<file path="src/rtl/tone_detect_pkg.sv">
// Shared types and helpers for the tone detector: FSM encoding and timing derivation.
package tone_detect_pkg;

  typedef enum logic [1:0] {
    ST_IDLE    = 2'd0,
    ST_ACQUIRE = 2'd1,
    ST_LOCKED  = 2'd2
  } state_t;

  localparam int unsigned CLK_HZ_DEFAULT = 24_000_000;
  localparam int unsigned CNT_W          = 24;

  // Nominal half-period of a tone at freq, in clock cycles.
  function automatic int unsigned half_cycles(input int unsigned clk_hz, input int unsigned freq);
    return clk_hz / (2 * freq);
  endfunction

endpackage

</file>
<file path="src/rtl/tone_detect_sync_edge.sv">
// Two-flop synchroniser plus an edge flop; reusable for any asynchronous level input.
module sync_edge (
  input  logic i_clk,
  input  logic i_rst,
  input  logic i_async,
  output logic o_level,
  output logic o_edge
);

  logic r_s1;
  logic r_s2;
  logic r_s3;

  always_ff @(posedge i_clk) begin
    if (i_rst) begin
      r_s1 <= 1'b0;
      r_s2 <= 1'b0;
      r_s3 <= 1'b0;
    end else begin
      r_s1 <= i_async;
      r_s2 <= r_s1;
      r_s3 <= r_s2;
    end
  end

  assign o_level = r_s2;
  assign o_edge  = r_s2 ^ r_s3;

endmodule

</file>
<file path="src/rtl/tone_detect.sv">
// Measures half-periods of an asynchronous square wave and asserts tone while it
// stays locked to FREQ within +/-TOL cycles.
//
// state      | meaning
// -----------+----------------------------------------------------------
// ST_IDLE    | no reference edge yet; next edge starts a measurement
// ST_ACQUIRE | counting consecutive in-window half-periods toward LOCK_N
// ST_LOCKED  | tone present; any bad half-period or timeout drops lock
module tone_detect
  import tone_detect_pkg::*;
#(
  parameter int unsigned CLK_HZ = CLK_HZ_DEFAULT,
  parameter int unsigned FREQ   = 1000,
  parameter int unsigned TOL    = 1500,
  parameter int unsigned LOCK_N = 4
) (
  input  logic             clk_24,
  input  logic             rst,
  input  logic             audio_in,
  output logic             tone,
  output logic [CNT_W-1:0] period,
  output logic             period_valid
);

  localparam int unsigned      HALF     = half_cycles(CLK_HZ, FREQ);
  localparam logic [CNT_W-1:0] WIN_LO   = CNT_W'(HALF - TOL);
  localparam logic [CNT_W-1:0] WIN_HI   = CNT_W'(HALF + TOL);
  localparam logic [3:0]       LOCK_TGT = 4'(LOCK_N);

  state_t           r_state;
  logic [CNT_W-1:0] r_cnt;
  logic [3:0]       r_gcnt;

  logic             w_edge;
  logic             w_sync_unused;
  logic [CNT_W-1:0] w_n;
  logic             w_in_win;
  logic             w_good;
  logic             w_bad;
  logic             w_timeout;

  sync_edge u_sync_edge (
    .i_clk   (clk_24),
    .i_rst   (rst),
    .i_async (audio_in),
    .o_level (w_sync_unused),
    .o_edge  (w_edge)
  );

  // Saturating cnt+1: doubles as the next counter value and the measured half-period.
  assign w_n       = (r_cnt == '1) ? r_cnt : r_cnt + 1'b1;
  assign w_in_win  = (w_n >= WIN_LO) && (w_n <= WIN_HI);
  assign w_good    = w_edge && w_in_win;
  assign w_bad     = w_edge && !w_in_win;
  assign w_timeout = !w_edge && (r_cnt == WIN_HI);

  always_ff @(posedge clk_24) begin
    if (rst) begin
      r_state      <= ST_IDLE;
      r_cnt        <= '0;
      r_gcnt       <= '0;
      tone         <= 1'b0;
      period       <= '0;
      period_valid <= 1'b0;
    end else begin
      r_cnt        <= w_edge ? '0 : w_n;
      period_valid <= 1'b0;

      // The first edge after IDLE is only a reference and yields no measurement.
      if (w_edge && (r_state != ST_IDLE)) begin
        period       <= w_n;
        period_valid <= 1'b1;
      end

      case (r_state)
        ST_IDLE: begin
          if (w_edge) begin
            r_state <= ST_ACQUIRE;
            r_gcnt  <= '0;
          end
        end
        ST_ACQUIRE: begin
          if (w_good) begin
            r_gcnt <= r_gcnt + 4'd1;
            if ((r_gcnt + 4'd1) == LOCK_TGT) begin
              r_state <= ST_LOCKED;
              tone    <= 1'b1;
            end
          end else if (w_bad) begin
            r_gcnt <= '0;
          end else if (w_timeout) begin
            r_state <= ST_IDLE;
            r_gcnt  <= '0;
          end
        end
        ST_LOCKED: begin
          if (w_bad) begin
            r_state <= ST_ACQUIRE;
            r_gcnt  <= '0;
            tone    <= 1'b0;
          end else if (w_timeout) begin
            r_state <= ST_IDLE;
            r_gcnt  <= '0;
            tone    <= 1'b0;
          end
        end
        default: begin
          r_state <= ST_IDLE;
          r_gcnt  <= '0;
          tone    <= 1'b0;
        end
      endcase
    end
  end

endmodule

</file>
<file path="config.mk">
export PLATFORM = sky130hd
export DESIGN_NAME = tone_detect
export DESIGN_NICKNAME = d
export VERILOG_FILES = /design/src/rtl/tone_detect_pkg.sv /design/src/rtl/tone_detect_sync_edge.sv /design/src/rtl/tone_detect.sv
export SDC_FILE = /design/constraint.sdc
export NUM_CORES = 1
export LEC_CHECK = 0
export ABC_AREA = 1
export CAP_MARGIN = 20
export CORE_MARGIN = 4
export CORE_UTILIZATION = 45
export CTS_CLUSTER_DIAMETER = 150
export DETAILED_ROUTE_END_ITERATION = 8
export PLACE_DENSITY = 0.7
export SYNTH_ARGS = -nofsm -noshare
export SYNTH_HDL_FRONTEND = slang
export SYNTH_SLANG_ARGS = --single-unit
export TNS_END_PERCENT = 5
</file>
<file path="constraint.sdc">
create_clock -name clk_24 -period 3.2 [get_ports clk_24]
set_clock_uncertainty 0.05 [all_clocks]
set_input_delay 0.64 -clock clk_24 [delete_from_list [all_inputs] [get_ports clk_24]]
set_output_delay 0.64 -clock clk_24 [all_outputs]
set_load 0.05 [all_outputs]
</file>
==> results.json <==
{
  "status": "finished clean",
  "cp.arrival_ns": 3.11,
  "initialDrtViolationCount": 275,
  "cts_tree": "built",
  "rr_worst_depth": 18,
  "slew_headroom": 0.485,
  "fin_tns_setup_ns": 0,
  "ys_warn_count": 0,
  "grt_overflow": 0,
  "route.detailed.drc": 0,
  "crit_type": "register to register",
  "grt_pass1_vias": 3199,
  "yosys.area.top_type": "dfxtp_1",
  "power.leakage_nw": 1.87,
  "cpMaxStageDelayCell": "a21oi_1",
  "yosys.area_share.adder": 0.0257,
  "track_usage": 0.213,
  "yosysSeqAreaShare": 0.346,
  "slew_viol_final": 0,
  "cpPeakStageDelay_ns": 0.46,
  "io_buffers": 28,
  "power.density_nw_per_um2": 420,
  "synth_top_area_frac": 0.346,
  "synth_area_leaders": "dfxtp_1 (35%), nand2_1 (16%), inv_1 (9.1%), nor2_1 (7.2%), nand3_1 (6.3%)",
  "ys_types": 31,
  "syn-num-nets": 541,
  "switching_share": 0.282,
  "path_cells": "ha_1, inv_2, nor2_4, nand2_4, nor2_4, nand2_2, inv_1, a21oi_1, nand2_1, a21oi_1, nand3_1, nand2_2, nand2_2, a21oi_4, nand3_1, nand2_1, nand2_1, a21oi_2",
  "cp_num_buf_inv": 2,
  "fin_crit_sh": 0.903,
  "r2r_slack_ns": 0.31,
  "synth_cells": 531,
  "initial_core_util": 0.468,
  "p_sw_mw": 0.473,
  "cts-root-buf": "clkbuf_8",
  "ys_seq_elements": 59,
  "vias": 3380,
  "drive_above_1_share": 0.101,
  "rsz0062_at_grt": "false",
  "crit_path_start_kind": "register",
  "syn_avg_cell_area_sq_um": 6.42,
  "netlist_area_sq_um": 3410,
  "crit_family": "simple AND/OR/NAND/NOR gates",
  "clock_sinks": 59,
  "final_cell_mix": "nand2_1 (147), inv_1 (83), nor2_1 (63)",
  "routed_wl_um": 8860,
  "fp.dieH_um": 95.1,
  "antenna_found_initial": 0,
  "hold_depth": 2,
  "n_fill_cell": 775,
  "synthMuxAreaShare": 0,
  "min_to": "u_sync_edge.o_level$_SDFF_PP0_",
  "cp_max_fo": 13,
  "timing.rr.end": "r_gcnt[2]$_SDFFE_PP0P_",
  "synth_xor_area_frac": 0.0231,
  "htree_levels": 3,
  "tightest_slew_ns": 0.769,
  "p_comb_frac": 0.129,
  "cap_violations": 0,
  "finalCriticalPeriod_ns": 2.89,
  "clkPwrFrac": 0.408,
  "path_clk_slew_ns": 0.07,
  "seqPwrFrac": 0.463,
  "final_common_cell": "nand2_1",
  "num_antenna_cells": 0,
  "cts_buffers": 9,
  "setup_viol": 0,
  "timing.rr.start": "r_cnt[0]$_SDFF_PP0_",
  "finalHoldViolCount": 0,
  "required_ns": 3.42,
  "clock_path_buffers": 2,
  "grt_pass1_wl_um": 15000,
  "synth_top_family_by_area": "simple AND/OR/NAND/NOR gates",
  "core.rowCount": 31,
  "grt_start_max_net_pins": 39,
  "dr.pass1.iters": 5,
  "worstHoldPathType": "register to register",
  "end_kind": "register",
  "post_synth_and_or_nand_nor_area_fraction": 0.370,
  "fin_util": 0.548,
  "nets": 572,
  "place_congestion": 0.956,
  "ir_drop_v": 0.000275,
  "cts_hold_buf": 0,
  "dp_hpwl_um": 6670,
  "synth_compound_area_frac": 0.117,
  "min_from": "u_sync_edge.r_s1$_SDFF_PP0_",
  "die-width_um": 95.1,
  "io_pins": 29,
  "via_per_inst": 5.08,
  "clk_latency_ns": 0.34,
  "syn2layout_area_growth_pct": 17.1,
  "power.internal_mw": 1.20,
  "die-area_sq_um": 9040,
  "ant_nets": 0,
  "core_area_sq_um": 7290,
  "wl_per_cell_um": 13.3,
  "fmax_mhz": 346
}
flip-flops by register name, indices dropped and copies added, names as in the netlist:
signal,flops
r_cnt,24
tone,1
r_state,2
u_sync_edge.o_level,1
u_sync_edge.r_s3,1
r_gcnt,4
u_sync_edge.r_s1,1
period,24
period_valid,1
layer usage:
layer,share of wire,GRT usage
met1,0.49,0.304
met2,0.43,0.316
met3,0.051,0.0363
met4,0.024,0.0889
met5,0,0
metrics by stage:
stage / total power, mW / area [sq um] / hold slack, ns / cells / setup slack (ns)
4_1_cts: 1.69 / 3990 / 0.363 / 666 / 0.251
5_1_grt: 1.74 / 3990 / 0.377 / 666 / 0.00591
3_3_place_gp: 1.00 / 3790 / 0.348 / 650 / 0.378
2_1_floorplan: 0.942 / 3410 / 0.338 / 531 / 0.672
6_report: 1.68 / 3990 / 0.357 / 666 / 0.309
3_5_place_dp: 1.01 / 3790 / 0.351 / 650 / 0.287
power by group through the flow:
stage | Clock (mW) | Sequential, mW | Combinational (mW)
finish | 0.684 | 0.775 | 0.217
global placement | 0 | 0.790 | 0.212
detailed placement | 0 | 0.791 | 0.215
floorplan | 0 | 0.846 | 0.0968
CTS | 0.696 | 0.775 | 0.217
global route | 0.727 | 0.778 | 0.236
synthesized netlist by cell type, drive strengths merged:
cell type,number
o21ai,23
o21bai,11
nand3b,2
nand2,157
a21oi,15
nor4,2
nor3,4
xnor2,5
inv,88
clkbuf,9
o21a,1
nor2,75
buf,5
ha,7
xor2,4
dfxtp,59
o211ai,11
nand3,45
a31oi,1
nand4,7
tightest hold or removal path: stages (launching register included):
cell and delay (ns):
dfxtp_1 0.30, inv_1 0.04, nor2_1 0.03
repair_timing:
action | in CTS | in global routing
setup endpoints to repair | 0 | 7
gates resized for setup | 0 | 3
buffers inserted | 0 | 0
hold endpoints to repair | 0 | 0
worst max path at each step:
stage | to | slack, ns | cells past startpoint | start
after detailed placement | tone$_SDFFE_PP0P_ | 0.29 | 19 | r_cnt[0]$_SDFF_PP0_
final | r_gcnt[2]$_SDFFE_PP0P_ | 0.31 | 18 | r_cnt[0]$_SDFF_PP0_
after global routing | r_gcnt[2]$_SDFFE_PP0P_ | 0.006 | 18 | r_cnt[0]$_SDFF_PP0_
after global placement | tone$_SDFFE_PP0P_ | 0.38 | 18 | r_cnt[0]$_SDFF_PP0_
after CTS | r_gcnt[2]$_SDFFE_PP0P_ | 0.25 | 22 | r_cnt[0]$_SDFF_PP0_
after floorplan | tone$_SDFFE_PP0P_ | 0.67 | 20 | r_cnt[0]$_SDFF_PP0_
layout make-up:
type / instances / area, sq um / area share
Clock inverter: 5 / 52.6 / 0.0132
Sequential cell: 59 / 1180 / 0.296
Clock buffer: 11 / 141 / 0.0354
Inverter: 88 / 330 / 0.0827
Timing Repair Buffer: 34 / 329 / 0.0824
Tap cell: 99 / 124 / 0.0310
Multi-Input combinational cell: 370 / 1830 / 0.459
logic make-up (layout without fill, tap and decap cells):
| kind of cell | after synthesis | count (layout) |
|---|---|---|
| simple gates | 292 | 292 |
| buf+inv | 102 | 138 |
| compound gates | 62 | 62 |
| flops | 59 | 59 |
| xor+xnor | 9 | 9 |
| fa+ha+maj | 7 | 7 |
Power figures use the tool's default switching activity.
